==> src/rtl/col_crop_pkg.sv <==
// img_stream_pkg: shared FSM state type and constants for the column-crop stage.
// Rev 1.0
`default_nettype none

package img_stream_pkg;

  typedef enum logic [1:0] {
    S_IDLE = 2'd0,
    S_HEAD = 2'd1,
    S_BODY = 2'd2
  } state_t;

  localparam int c_PAD_MIN = 1;
  localparam int c_PAD_MAX = 8;
  localparam int c_SOF_BIT = 0;

endpackage

`default_nettype wire

==> src/rtl/col_crop_if.sv <==
// col_crop_if: AXI-stream bundle (tuser/tdest/tvalid/tready/tlast/tdata) with master/slave views.
// Rev 1.0
`default_nettype none

interface col_crop_if #(
  parameter int TUSER_WIDTH = 5,
  parameter int TDEST_WIDTH = 2,
  parameter int TDATA_WIDTH = 8
) ();

  logic [TUSER_WIDTH-1:0] tuser;
  logic [TDEST_WIDTH-1:0] tdest;
  logic                   tvalid;
  logic                   tready;
  logic                   tlast;
  logic [TDATA_WIDTH-1:0] tdata;

  modport master (output tuser, tdest, tvalid, tlast, tdata, input tready);
  modport slave  (input tuser, tdest, tvalid, tlast, tdata, output tready);

endinterface

`default_nettype wire

==> src/rtl/col_crop_dly.sv <==
// col_crop_dly: PAD-deep enabled shift register; o_data is the entry shifted in PAD enables ago.
// Rev 1.0
`default_nettype none

module col_crop_dly #(
  parameter int PAD   = 2,
  parameter int WIDTH = 8
) (
  input  wire logic             clk,
  input  wire logic             rst,
  input  wire logic             i_en,
  input  wire logic             i_flush,
  input  wire logic [WIDTH-1:0] i_data,
  output logic      [WIDTH-1:0] o_data
);

  logic [WIDTH-1:0] r_sr [PAD];

  // Flush wins over shift so the tail pad of a finished row never leaks into the next one.
  always_ff @(posedge clk or posedge rst) begin
    if (rst) begin
      for (int k = 0; k < PAD; k++) r_sr[k] <= '0;
    end else if (i_flush) begin
      for (int k = 0; k < PAD; k++) r_sr[k] <= '0;
    end else if (i_en) begin
      r_sr[0] <= i_data;
      for (int k = 1; k < PAD; k++) r_sr[k] <= r_sr[k-1];
    end
  end

  assign o_data = r_sr[PAD-1];

endmodule

`default_nettype wire

==> src/rtl/col_crop.sv <==
// col_crop: strips PAD pixels from head and tail of each AXI-stream row, regenerating tlast.
// Rev 1.0 -- COL_CROP_LEN_CHECK_EN adds cfg_in_width / sticky err_len row-length check.
`default_nettype none

module col_crop
  import img_stream_pkg::*;
#(
  parameter int TUSER_WIDTH = 5,
  parameter int TDEST_WIDTH = 2,
  parameter int TDATA_WIDTH = 8,
  parameter int PAD         = 2,
  parameter int CNT_WIDTH   = 12
) (
  input  wire logic    clk,
  input  wire logic    rst,
  col_crop_if.slave    s_axis,
  col_crop_if.master   m_axis
`ifdef COL_CROP_LEN_CHECK_EN
  ,
  input  wire logic [CNT_WIDTH-1:0] cfg_in_width,
  output logic                      err_len
`endif
);

  localparam logic [CNT_WIDTH-1:0] c_HEAD_END = CNT_WIDTH'(2 * PAD - 1);
  localparam logic [CNT_WIDTH-1:0] c_COL_MAX  = '1;

  if (PAD < c_PAD_MIN || PAD > c_PAD_MAX) begin : g_pad_range
    $error("col_crop: PAD outside legal range");
  end

  state_t                 r_state;
  state_t                 w_next;
  logic [CNT_WIDTH-1:0]   r_col;
  logic [TUSER_WIDTH-1:0] r_cap_user;
  logic [TDEST_WIDTH-1:0] r_cap_dest;
  logic                   r_m_tvalid;
  logic                   r_m_tlast;
  logic [TDATA_WIDTH-1:0] r_m_tdata;
  logic [TUSER_WIDTH-1:0] r_m_tuser;
  logic [TDEST_WIDTH-1:0] r_m_tdest;
  logic [TDATA_WIDTH-1:0] w_dly_out;
  logic                   w_acc;
  logic                   w_row_end;
  logic                   w_capture;
  logic                   w_emit;

  assign s_axis.tready = ~r_m_tvalid | m_axis.tready;
  assign w_acc         = s_axis.tvalid & s_axis.tready;
  assign w_row_end     = w_acc & s_axis.tlast;

  assign m_axis.tvalid = r_m_tvalid;
  assign m_axis.tlast  = r_m_tlast;
  assign m_axis.tdata  = r_m_tdata;
  assign m_axis.tuser  = r_m_tuser;
  assign m_axis.tdest  = r_m_tdest;

  col_crop_dly #(
    .PAD   (PAD),
    .WIDTH (TDATA_WIDTH)
  ) u_dly (
    .clk     (clk),
    .rst     (rst),
    .i_en    (w_acc),
    .i_flush (w_row_end),
    .i_data  (s_axis.tdata),
    .o_data  (w_dly_out)
  );

  always_ff @(posedge clk or posedge rst) begin
    if (rst) r_state <= S_IDLE;
    else     r_state <= w_next;
  end

  always_comb begin
    w_next = r_state;
    if (w_acc) begin
      case (r_state)
        S_IDLE:  w_next = s_axis.tlast ? S_IDLE : S_HEAD;
        S_HEAD: begin
          if (s_axis.tlast)              w_next = S_IDLE;
          else if (r_col == c_HEAD_END)  w_next = S_BODY;
        end
        S_BODY:  if (s_axis.tlast) w_next = S_IDLE;
        default: w_next = S_IDLE;
      endcase
    end
  end

  always_comb begin
    w_capture = 1'b0;
    w_emit    = 1'b0;
    if (w_acc) begin
      w_capture = (r_state == S_IDLE);
      w_emit    = (r_state == S_BODY);
    end
  end

  always_ff @(posedge clk or posedge rst) begin
    if (rst) begin
      r_col <= '0;
    end else if (w_acc) begin
      if (s_axis.tlast)           r_col <= '0;
      else if (r_col != c_COL_MAX) r_col <= r_col + 1'b1;
    end
  end

  always_ff @(posedge clk or posedge rst) begin
    if (rst) begin
      r_cap_user <= '0;
      r_cap_dest <= '0;
    end else if (w_capture) begin
      r_cap_user <= s_axis.tuser;
      r_cap_dest <= s_axis.tdest;
    end
  end

  // An accept always implies the output slot is free, so loading on w_emit never overwrites a stalled beat.
  always_ff @(posedge clk or posedge rst) begin
    if (rst) begin
      r_m_tvalid <= 1'b0;
      r_m_tlast  <= 1'b0;
      r_m_tdata  <= '0;
      r_m_tuser  <= '0;
      r_m_tdest  <= '0;
    end else if (w_emit) begin
      r_m_tvalid <= 1'b1;
      r_m_tlast  <= s_axis.tlast;
      r_m_tdata  <= w_dly_out;
      r_m_tuser  <= r_cap_user;
      r_m_tdest  <= r_cap_dest;
    end else if (m_axis.tready) begin
      r_m_tvalid <= 1'b0;
    end
  end

`ifdef COL_CROP_LEN_CHECK_EN
  logic             r_err_len;
  logic [CNT_WIDTH:0] w_row_len;

  assign w_row_len = {1'b0, r_col} + (CNT_WIDTH+1)'(1);

  always_ff @(posedge clk or posedge rst) begin
    if (rst)                                                r_err_len <= 1'b0;
    else if (w_row_end && (w_row_len != {1'b0, cfg_in_width})) r_err_len <= 1'b1;
  end

  assign err_len = r_err_len;
`endif

endmodule

`default_nettype wire

==> src/flat_wrapper.sv <==
// flat-port wrapper written by rule: the top's interface ports become plain ports
module col_crop_flat import img_stream_pkg::*;
#(
  parameter int TUSER_WIDTH = 5,
  parameter int TDEST_WIDTH = 2,
  parameter int TDATA_WIDTH = 8,
  parameter int PAD         = 2,
  parameter int CNT_WIDTH   = 12
)
  (clk, rst, s_axis_tuser, s_axis_tdest, s_axis_tvalid, s_axis_tlast, s_axis_tdata, s_axis_tready, m_axis_tuser, m_axis_tdest, m_axis_tvalid, m_axis_tlast, m_axis_tdata, m_axis_tready);
  col_crop_if #(.TUSER_WIDTH(TUSER_WIDTH), .TDEST_WIDTH(TDEST_WIDTH), .TDATA_WIDTH(TDATA_WIDTH)) s_axis_i ();
  col_crop_if #(.TUSER_WIDTH(TUSER_WIDTH), .TDEST_WIDTH(TDEST_WIDTH), .TDATA_WIDTH(TDATA_WIDTH)) m_axis_i ();
  input  wire logic clk;
  input  wire logic rst;
  input wire logic [$bits(s_axis_i.tuser)-1:0] s_axis_tuser;
  input wire logic [$bits(s_axis_i.tdest)-1:0] s_axis_tdest;
  input wire logic [$bits(s_axis_i.tvalid)-1:0] s_axis_tvalid;
  input wire logic [$bits(s_axis_i.tlast)-1:0] s_axis_tlast;
  input wire logic [$bits(s_axis_i.tdata)-1:0] s_axis_tdata;
  output wire logic [$bits(s_axis_i.tready)-1:0] s_axis_tready;
  output wire logic [$bits(m_axis_i.tuser)-1:0] m_axis_tuser;
  output wire logic [$bits(m_axis_i.tdest)-1:0] m_axis_tdest;
  output wire logic [$bits(m_axis_i.tvalid)-1:0] m_axis_tvalid;
  output wire logic [$bits(m_axis_i.tlast)-1:0] m_axis_tlast;
  output wire logic [$bits(m_axis_i.tdata)-1:0] m_axis_tdata;
  input wire logic [$bits(m_axis_i.tready)-1:0] m_axis_tready;
  assign s_axis_i.tuser = s_axis_tuser;
  assign s_axis_i.tdest = s_axis_tdest;
  assign s_axis_i.tvalid = s_axis_tvalid;
  assign s_axis_i.tlast = s_axis_tlast;
  assign s_axis_i.tdata = s_axis_tdata;
  assign s_axis_tready = s_axis_i.tready;
  assign m_axis_tuser = m_axis_i.tuser;
  assign m_axis_tdest = m_axis_i.tdest;
  assign m_axis_tvalid = m_axis_i.tvalid;
  assign m_axis_tlast = m_axis_i.tlast;
  assign m_axis_tdata = m_axis_i.tdata;
  assign m_axis_i.tready = m_axis_tready;
  col_crop #(.TUSER_WIDTH(TUSER_WIDTH), .TDEST_WIDTH(TDEST_WIDTH), .TDATA_WIDTH(TDATA_WIDTH), .PAD(PAD), .CNT_WIDTH(CNT_WIDTH)) u_core (.clk(clk), .rst(rst), .s_axis(s_axis_i), .m_axis(m_axis_i));
endmodule
==> config.mk <==
export PLATFORM = sky130hd
export DESIGN_NAME = col_crop_flat
export DESIGN_NICKNAME = d
export VERILOG_FILES = /design/src/rtl/col_crop_pkg.sv /design/src/rtl/col_crop_if.sv /design/src/rtl/col_crop_dly.sv /design/src/rtl/col_crop.sv /design/src/flat_wrapper.sv
export SDC_FILE = /design/constraint.sdc
export NUM_CORES = 1
export LEC_CHECK = 0
export CAP_MARGIN = 20
export CORE_UTILIZATION = 51
export DETAILED_ROUTE_END_ITERATION = 16
export PLACE_DENSITY = 0.81
export SLEW_MARGIN = 20
export SYNTH_ARGS = -nofsm -noshare
export SYNTH_HDL_FRONTEND = slang
export SYNTH_SLANG_ARGS = --single-unit
==> constraint.sdc <==
create_clock -name clk -period 2.15 [get_ports clk]
set_clock_uncertainty 0.1 [all_clocks]
set_input_delay 0.5375 -clock clk [delete_from_list [all_inputs] [get_ports clk]]
set_output_delay 0.5375 -clock clk [all_outputs]
set_load 0.05 [all_outputs]
### Word level (Yosys, flattened, before mapping)

Cells that the tools add are included.

| cells by class | value |
|---|---|
| muxes and demuxes | 13 |
| divide/modulo/power cells | 0 |
| reduce and logical (&&, ||, !) cells | 6 |
| bitwise logic cells | 4 |
| equal/unequal tests | 6 |
| order comparisons | 0 |
| $add $sub $neg | 1 |
| multiply operators | 0 |
| shifts and indexed selects | 0 |

Operators with widths:

| kind | number |
|---|---|
| $mux W16 | 2 |
| $mux W12 | 2 |
| $add A12 B1 Y12 const B | 1 |
| $eq A12 B2 Y1 const B | 1 |
| $ne A12 B12 Y1 const B | 1 |
| $mux W2 | 3 |
| $pmux W2 S3 | 1 |
| $reduce_bool A2 Y1 | 3 |
| $mux W1 | 5 |
| $ne A3 B2 Y1 const B | 1 |
| $reduce_and A3 Y1 | 1 |
| $and A1 B1 Y1 | 2 |
| $eq A2 B1 Y1 const B | 1 |
| $eq A2 B2 Y1 const B | 1 |
| $logic_not A2 Y1 | 1 |
| $ne A2 B2 Y1 const B | 1 |
| $reduce_and A2 Y1 | 1 |
| $not A1 Y1 | 1 |
| $or A1 B1 Y1 | 1 |

| storage, ports and cells | value |
|---|---|
| register bits | 54 |
| latch bits | 0 |
| input port bits | 20 |
| memories kept | 0 |
| memory bits (read-only) | 0 |
| bits in writable memories | 0 |
| logic and storage cells | 41 |

### Longest topological paths before layout

Gate-level depths: netlist (run 1).

| depth | value |
|---|---|
| word-level depth | 5 |
| mapped depth | 6 |
| mapped depth without buffers | 5 |

### Hierarchy

Synthesis (run 1) repeated with hierarchy kept, for this count alone.

| unflattened totals | value |
|---|---|
| cells, all modules | 206 |
| area total of the unflattened synthesis | 2,527.4 um2 |

By module, submodules not included:

| module | instances | area an instance (um2) | seq. area each (um2) | cells an instance |
|---|---|---|---|---|
| col_crop | 1 | 1,803.0 | 950.9 | 145 |
| col_crop_dly | 1 | 724.4 | 400.4 | 61 |

### Worst setup path before layout (run 1)

Ideal clock, no wire load.

| timing | value |
|---|---|
| path type | flip-flop to flip-flop |
| start | register u_core.r_m_tvalid (netlist: u_core.m_axis.tvalid) |
| end | register u_core.r_cap_dest[0] |
| cell stages (with the launch flop) | 6 |
| setup slack | -0.036 ns |
| data arrival time | 1.961 ns |
| path buffers | 0 |
| cell sequence | dfrtp_1 > nor2b_4 > inv_1 > nand2_2 > nor3_4 > mux2_2 |

| between the ends | value |
|---|---|
| word-level cells in the longest chain between the ends | 4 |

Ends and longest elaborated chain:

| item | line | text |
|---|---|---|
| start: declaration | col_crop.sv:37 | `logic r_m_tvalid;` |
| start signal: assignment | col_crop.sv:121 | `r_m_tvalid <= 1'b0;` |
| start signal: assignment | col_crop.sv:127 | `r_m_tvalid <= 1'b1;` |
| start signal: assignment | col_crop.sv:133 | `r_m_tvalid <= 1'b0;` |
| $not A1 Y1 | col_crop.sv:48 | `assign s_axis.tready = ~r_m_tvalid \| m_axis.tready;` |
| $or A1 B1 Y1 | col_crop.sv:48 |  |
| net s_axis_tready | flat_wrapper.sv:20 | `output wire logic [$bits(s_axis_i.tready)-1:0] s_axis_tready;` |
| $and A1 B1 Y1 | col_crop.sv:49 | `assign w_acc = s_axis.tvalid & s_axis.tready;` |
| $mux W1 | col_crop.sv:93 | `if (w_acc) begin` |
| end signal: assignment | col_crop.sv:114 | `r_cap_dest <= s_axis.tdest;` |
| end: declaration | col_crop.sv:36 | `logic [TDEST_WIDTH-1:0] r_cap_dest;` |

The timed path passes the listed nets, and every way through them passes these cells.
A chain may end at the register's enable or synchronous reset.

### Worst setup path after layout (run 1)

| timing | value |
|---|---|
| start | register u_core.r_m_tlast (netlist: u_core.m_axis.tlast) |
| end | output m_axis_tlast |

RTL lines:

| item | line | text |
|---|---|---|
| start: declaration | col_crop.sv:38 | `logic r_m_tlast;` |
| start signal: assignment | col_crop.sv:128 | `r_m_tlast <= s_axis.tlast;` |
| end: declaration | flat_wrapper.sv:24 | `output wire logic [$bits(m_axis_i.tlast)-1:0] m_axis_tlast;` |

No word-level cell between the ends.

==> impl_summary.txt, run 1 <==
----------------------------------------------------
[Synthesis]
  Asr flop ratio synth ... 1.00
  Post-synth cell types ... 42
  Post-synthesis cell count ... 214
  FF+latch count, synth ... 54
  Portion of the post-synthesis area used by sequential elements ... 0.541
  Number of enable flip-flop cells after synthesis ... 0
  Synthesized Nets ... 236
  Synthesized area per cell ... 11.7 sq um
  Prevailing post-synth register cell ... dfrtp_1
  Number of synthesis warnings ... 0
  Post-synthesis instance area ... 2500 sq um

[Place]
  Post-placement cell area ... 3050 sq um
  Buffers on Ports ... 37
  Half-perimeter wire length after detailed placement ... 3.17 mm
  RD Place Congestion ... 0.839
  Instance count after placement with tap cells included ... 321

[Global routing]
  Wire length of the first global-routing pass ... 8.00 mm
  Antenna violations before repair ... 0
  Global-route total usage across every layer ... 0.199
  Pin count of the biggest net entering global routing ... 39
  Grt ovf ... 0
  Via count of the first global-routing pass ... 1,681

[Drt]
  Routed wl met2 ... 2.11 mm
  Detail-routed via count per cell ... 5.41
  Highest signal layer in the routed design ... met4
  DR WL/cell ... 14.0 um
  Detailed-route wire length ... 4.61 mm
  Met3 wirelength from detailed routing ... 195 um
  Count of vias placed by the detailed router ... 1,780
  Initial DRC Count ... 117
  TritonRoute pass-1 iters ... 4
  Met1 WL ... 2.24 mm
  Antenna-violating nets left ... 0
  Final routed DRC violation total ... 0

[CTS]
  Total clock sinks ... 54
  TritonCTS clock tree ... yes
  Clock buffer depth ... 2
  CTS Buf Count ... 5
  Clock-pin slew of the registers on the worst-case setup and hold paths ... 0.09 ns
  Post-CTS Repair Setup Buffers ... 0
  Source-to-sink clock delay at the later pin of the worst-skew pair ... 0.31 ns
  Root cell of the clock tree ... clkbuf_8
  Deepest level of the CTS H-tree ... 2

[Worst hold path]
  Worst min path class ... reg2reg
  Depth of the worst hold-timing path ... 2
  Worst hold path endpoint ... u_core.u_dly.o_data[5]$_DFFE_PP0P_
  Hold Path Origin ... u_core.u_dly.o_data[5]$_DFFE_PP0P_

[Critical path]
  Cells traversed along the worst timing path ... clkdlybuf4s50_1
  Kind of start point of the critical path ... register
  Cell depth of the worst setup path ... 1
  CP bufs+invs ... 1
  Crit-path leading delay family ... buffers and inverters
  Worst flop-to-flop path startpoint ... u_core.r_col[1]$_DFFE_PP0P_
  Internal reg-to-reg setup slack ... 0.14 ns
  Arrival time at the worst endpoint ... 1.47 ns
  Critical path's largest stage delay ... 0.80 ns
  R2r worst-path depth ... 5
  Terminus of the critical flop-to-flop path ... u_core.r_col[0]$_DFFE_PP0P_
  Critical path class ... reg2out
  Crit Path Max Fanout ... 2
  CP endpoint kind ... output pin
  Req. time, crit path ... 1.51 ns
  Worst path slowest cell ... clkdlybuf4s50_1

[Cells and area]
  Commonest non-fill, non-tap cells in the layout ... 54 x dfrtp_1, 26 x clkdlybuf4s50_1, 23 x mux2_2
  Final-layout fill cell count ... 364
  Relative area change from synthesis to final layout ... 26.4%
  Non-filler cells in the finished layout ... 329
  N_diodes ... 0
  Most common cell after layout, fill and taps aside ... dfrtp_1
  Final instance area ... 3160 sq um
  Net count, final ... 283
  Layout cells sized above 1 ... 0.252

[Pwr]
  Standby leakage power ... 1.51 nW
  Peak supply drop ... 312 uV
  Total Power Consumption ... 2.28 mW
  Cell area power density ... 720 nW/um^2

[STA]
  Post-route minimum period ... 2.10 ns
  Unrepaired setup endpoints after global routing ... false
  Top achievable clock speed ... 475 MHz
  Part of the cycle the worst path needs ... 0.979
  Transition time at the pin with the least slew margin ... 0.513 ns
  Slew Viols, Final ... 0
  Rel. slew slack ... 0.657
  Final Hold Vio Count ... 0
  Final count of negative-setup-slack endpoints ... 0

[Job]
  Maximum capacitance violations ... 0

[Floorplan]
  DIE HEIGHT ... 72.0 um
  Effective utilization at floorplan ... 0.529
  FP Rows ... 25
  Number of primary I/O pins ... 38
  Core Box Area ... 4720 sq um
  Area of the die ... 5180 sq um
  Floorplan die width ... 72.0 um

[Run status]
  Run status ... finished, final reports clean

----------------------------------------------------
## where the power goes
group	internal, mW	total (mW)	leakage [nW]	switching [mW]
clock	0.265	0.593	0.0514	0.328
sequential	1.12	1.20	0.720	0.0768
combinational	0.219	0.487	0.739	0.268
## how the worst max path moves through the flow
stage                                        end  slack (ns)                          startpoint
floorplan            u_core.r_col[3]$_DFFE_PP0P_        0.03    u_core.m_axis.tvalid$_DFFE_PP0P_
global placement     u_core.r_col[0]$_DFFE_PP0P_       -0.05                        s_axis_tlast
detailed placement  u_core.r_col[10]$_DFFE_PP0P_       -0.04                       m_axis_tready
CTS                              m_axis_tdata[3]       0.006  u_core.m_axis.tdata[3]$_DFFE_PP0P_
global route                     m_axis_tdest[1]       0.001  u_core.m_axis.tdest[1]$_DFFE_PP0P_
finish                              m_axis_tlast        0.05     u_core.m_axis.tlast$_DFFE_PP0P_
## routing by layer
layer / up-vias / track usage
met5: - / 0
met4: 0 / 0.0806
met3: 9 / 0.0472
met2: 48 / 0.296
met1: 862 / 0.283
li1: 861 / -
## synth_stat cells, drive strengths merged (2+ instances only)
cell     count  area, sq um
nand3        4         32.5
and4         2         20.0
nor2b        2         20.0
o21ai       22          110
o41ai        2         17.5
nand3b       2         18.8
a31oi        2         12.5
nor3b        2         15.0
o2bb2ai      4         35.0
nand2b      18          113
nand4        3         25.0
ha           2         25.0
buf          4         32.5
dfrtp       54         1350
and3         3         18.8
o31ai        3         22.5
a221o        2         22.5
mux2        24          274
nand2       22         85.1
nor4         6         52.6
nor2         7         33.8
nor3         4         31.3
a21oi        3         15.0
clkbuf       7         36.3
mux2i        2         20.0
inv          3         11.3
## timing repair
item	4_1_cts	5_1_grt
setup endpoints to repair	1	6
resized for setup	1	6
hold buffers	0	0
## cell families (layout without fill, tap and decap cells)
logic type | Yosys count | in the layout | synth area share
buf+inv | 14 | 62 | 0.0320
compound gates | 40 | 40 | 0.102
fa+ha+maj | 2 | 2 | 0.0100
flops | 54 | 54 | 0.541
mux | 26 | 26 | 0.118
simple gates | 78 | 78 | 0.197
## flip-flops by register name, summed over array words and instances (netlist names)
signal                flops
u_core.r_col             12
u_core.m_axis.tdata       8
u_core.u_dly.o_data       8
u_core.u_dly.r_sr         8
u_core.m_axis.tuser       5
u_core.r_cap_user         5
u_core.m_axis.tdest       2
u_core.r_cap_dest         2
u_core.r_state            2
u_core.m_axis.tlast       1
u_core.m_axis.tvalid      1
## layout make-up
cell class / instances / area, sq um / area share
Clock buffer: 6 / 82.6 / 0.0261
Clock inverter: 2 / 17.5 / 0.00554
Inverter: 3 / 15.0 / 0.00475
Multi-Input combinational cell: 146 / 1070 / 0.338
Sequential cell: 54 / 1350 / 0.428
Tap cell: 67 / 83.8 / 0.0265
Timing Repair Buffer: 51 / 542 / 0.171
## through the flow
step	setup TNS, ns	setup WS, ns	hold WS, ns	util
2_1_floorplan	0	0.0320	0.346	-
3_3_place_gp	-0.0888	-0.0455	0.359	0.645
3_5_place_dp	-0.0899	-0.0426	0.371	0.645
4_1_cts	0	0.00648	0.393	0.666
5_1_grt	0	0.00145	0.416	0.669
6_report	0	0.0457	0.386	0.669
No activity file was read; power rests on OpenSTA's default activity.
==> run 2: changes to the inputs <==
==> constraint.sdc (replaced) <==
create_clock -name clk -period 2.1 [get_ports clk]
set_clock_uncertainty 0.1 [all_clocks]
set_input_delay 0.525 -clock clk [delete_from_list [all_inputs] [get_ports clk]]
set_output_delay 0.525 -clock clk [all_outputs]
set_load 0.02 [all_outputs]
==> run 2 against run 1 <==
Against the previous run:
- die area did not move
- non-clock buffer count rose by 4
- sequential share of layout area fell by 0.35 points
- final area rose by 0.83%
==> impl_summary.txt, run 2 (synthesis gave the netlist of run 1 again) <==
----------------------------------------------------
[Critical path]
  Cells traversed along the worst timing path ... clkdlybuf4s50_1 -> nor2b_4 -> inv_1 -> clkdlybuf4s15_1
  Critical path class ... in2out
  Worst flop-to-flop path startpoint ... u_core.r_col[0]$_DFFE_PP0P_
  Kind of start point of the critical path ... input pin
  CP bufs+invs ... 3 (+2)
  Worst path slowest cell ... clkdlybuf4s50_1
  Req. time, crit path ... 1.47 ns (-0.04 ns)
  CP endpoint kind ... output pin
  Crit-path leading delay family ... buffers and inverters
  Internal reg-to-reg setup slack ... 0.28 ns (+0.14 ns)
  R2r worst-path depth ... 5 (unchanged)
  Terminus of the critical flop-to-flop path ... u_core.r_col[0]$_DFFE_PP0P_
  Arrival time at the worst endpoint ... 1.43 ns (-0.04 ns)
  Critical path's largest stage delay ... 0.51 ns (-0.29 ns)
  Crit Path Max Fanout ... 2 (unchanged)

[Floorplan]
  DIE HEIGHT ... 72.0 um (unchanged)
  FP Rows ... 25 (unchanged)
  Number of primary I/O pins ... 38 (unchanged)
  Core Box Area ... 4720 sq um (unchanged)
  Area of the die ... 5180 sq um (unchanged)
  Effective utilization at floorplan ... 0.529 (unchanged)
  Floorplan die width ... 72.0 um (unchanged)

[Cells and area]
  Flip-flop count of the largest register after layout ... 12 (unchanged)
  Sequential cell area in the final layout ... 1350 sq um (unchanged)
  Most common cell after layout, fill and taps aside ... dfrtp_1
  Layout cells sized above 1 ... 0.244 (-0.00755)
  N_diodes ... 0 (unchanged)
  Relative area change from synthesis to final layout ... 27.5%
  Final standard cell utilization of the core ... 0.674 (+0.00556)
  Top reg by flops ... u_core.r_col
  Net count, final ... 287 (+1.4%)
  Commonest non-fill, non-tap cells in the layout ... 54 x dfrtp_1, 36 x clkdlybuf4s50_1, 23 x mux2_2
  Final-layout fill cell count ... 354 (-2.7%)
  Non-filler cells in the finished layout ... 333 (+1.2%)
  Area of combinational cells with multiple inputs ... 1070 sq um (unchanged)

[Drt]
  TritonRoute pass-1 iters ... 4 (unchanged)
  Antenna-violating nets left ... 0 (unchanged)
  Detail-routed via count per cell ... 5.38 (-0.54%)
  Final routed DRC violation total ... 0 (unchanged)
  Detailed-route wire length ... 4.76 mm (+3.1%)
  DR WL/cell ... 14.3 um (+1.8%)
  Count of vias placed by the detailed router ... 1,792 (+0.67%)
  Initial DRC Count ... 108 (-7.7%)

[STA]
  Post-Route Hold Slack ... 0.387 ns (+0.0000960 ns)
  Post-route minimum period ... 2.06 ns
  Slew Viols, Final ... 0 (unchanged)
  Top achievable clock speed ... 485 MHz
  Unrepaired setup endpoints after global routing ... false
  Final count of negative-setup-slack endpoints ... 0 (unchanged)
  Final-layout setup total negative slack ... 0 ns (unchanged)
  Rel. slew slack ... 0.731 (+0.0741)
  Part of the cycle the worst path needs ... 0.981
  Transition time at the pin with the least slew margin ... 0.402 ns (-0.111 ns)
  Final Worst Setup Slack ... 0.0402 ns (-0.00551 ns)
  Final Hold Vio Count ... 0 (unchanged)

[CTS]
  Total clock sinks ... 54 (unchanged)
  Hold_buf cts ... 0 (unchanged)
  TritonCTS clock tree ... yes
  Deepest level of the CTS H-tree ... 2 (unchanged)
  Source-to-sink clock delay at the later pin of the worst-skew pair ... 0.30 ns (about the same)
  CTS Buf Count ... 5 (unchanged)
  Clock-pin slew of the registers on the worst-case setup and hold paths ... 0.10 ns (about the same)
  Quantity of gates resized following cts ... 1 (unchanged)
  Post-CTS Repair Setup Buffers ... 0 (unchanged)
  Root cell of the clock tree ... clkbuf_8
  Clock buffer depth ... 2 (unchanged)

[Place]
  Half-perimeter wire length after detailed placement ... 3.32 mm (+5.0%)
  RD Place Congestion ... 0.815 (-2.9%)
  Pre-CTS WS ... -0.256 ns (-0.213 ns)
  Instance count after placement with tap cells included ... 325 (+1.2%)
  Buffers on Ports ... 37 (unchanged)

[Global routing]
  Antenna violations before repair ... 0 (unchanged)
  Wire length of the first global-routing pass ... 8.20 mm (+2.4%)
  Via count of the first global-routing pass ... 1,729 (+2.9%)
  Pin count of the biggest net entering global routing ... 39 (unchanged)
  Global-route total usage across every layer ... 0.202 (+0.00284)
  Grt ovf ... 0 (unchanged)

[Worst hold path]
  Hold Path Origin ... u_core.u_dly.o_data[2]$_DFFE_PP0P_
  Worst min path class ... reg2reg
  Worst hold path endpoint ... u_core.u_dly.o_data[2]$_DFFE_PP0P_
  Depth of the worst hold-timing path ... 2 (unchanged)

[Pwr]
  Peak supply drop ... 314 uV (+0.78%)
  Cell area power density ... 738 nW/um^2 (+2.5%)
  Standby leakage power ... 1.41 nW (-6.6%)

[Run status]
  Run status ... finished, final reports clean

[Job]
  Maximum capacitance violations ... 0 (unchanged)

----------------------------------------------------
## run 2: report_power, final
| group | internal [mW] | total [mW] | switching, mW |
|---|---|---|---|
| clock network | 0.362 | 0.706 | 0.344 |
| logic | 0.234 | 0.424 | 0.190 |
| registers | 1.15 | 1.22 | 0.0751 |
## run 2: layout make-up
class                   instances  share of cell area
inverters                       3             0.00353
flip-flops and latches         54               0.424
repair buffers                 55               0.174
multi-input cells             146               0.335
clock buffers                   5              0.0216
clock inverters                 3              0.0149
well taps                      67              0.0263
## run 2: through the flow
stage,power (mW),area [sq um]
6_report,2.35,3190
5_1_grt,2.46,3190
4_1_cts,2.38,3180
3_5_place_dp,1.67,3070
3_3_place_gp,1.65,3070
2_1_floorplan,1.47,2500
## run 2: worst max path at each step
stage / from / slack, ns / cells past startpoint / end
floorplan: rst / 0.16 / 1 / u_core.m_axis.tdata[0]$_DFFE_PP0P_
global placement: m_axis_tready / -0.25 / 4 / s_axis_tready
detailed placement: m_axis_tready / -0.26 / 4 / s_axis_tready
global route: m_axis_tready / 0.007 / 4 / s_axis_tready
finish: m_axis_tready / 0.04 / 4 / s_axis_tready
CTS: m_axis_tready / 0.008 / 4 / s_axis_tready
## run 2: tightest hold or removal path, delay by kind of cell, from the launching register on
family | cells | cell delay (ns)
compound gates | 1 | 0.06
flops | 1 | 0.35
simple gates | 1 | 0.04
## run 2: layer usage
layer	up-vias	share of wire	GRT usage
li1	866	-	-
met1	875	0.46	0.288
met2	47	0.48	0.316
met3	4	0.050	0.0431
met4	0	0.0093	0.0566
met5	-	0	0
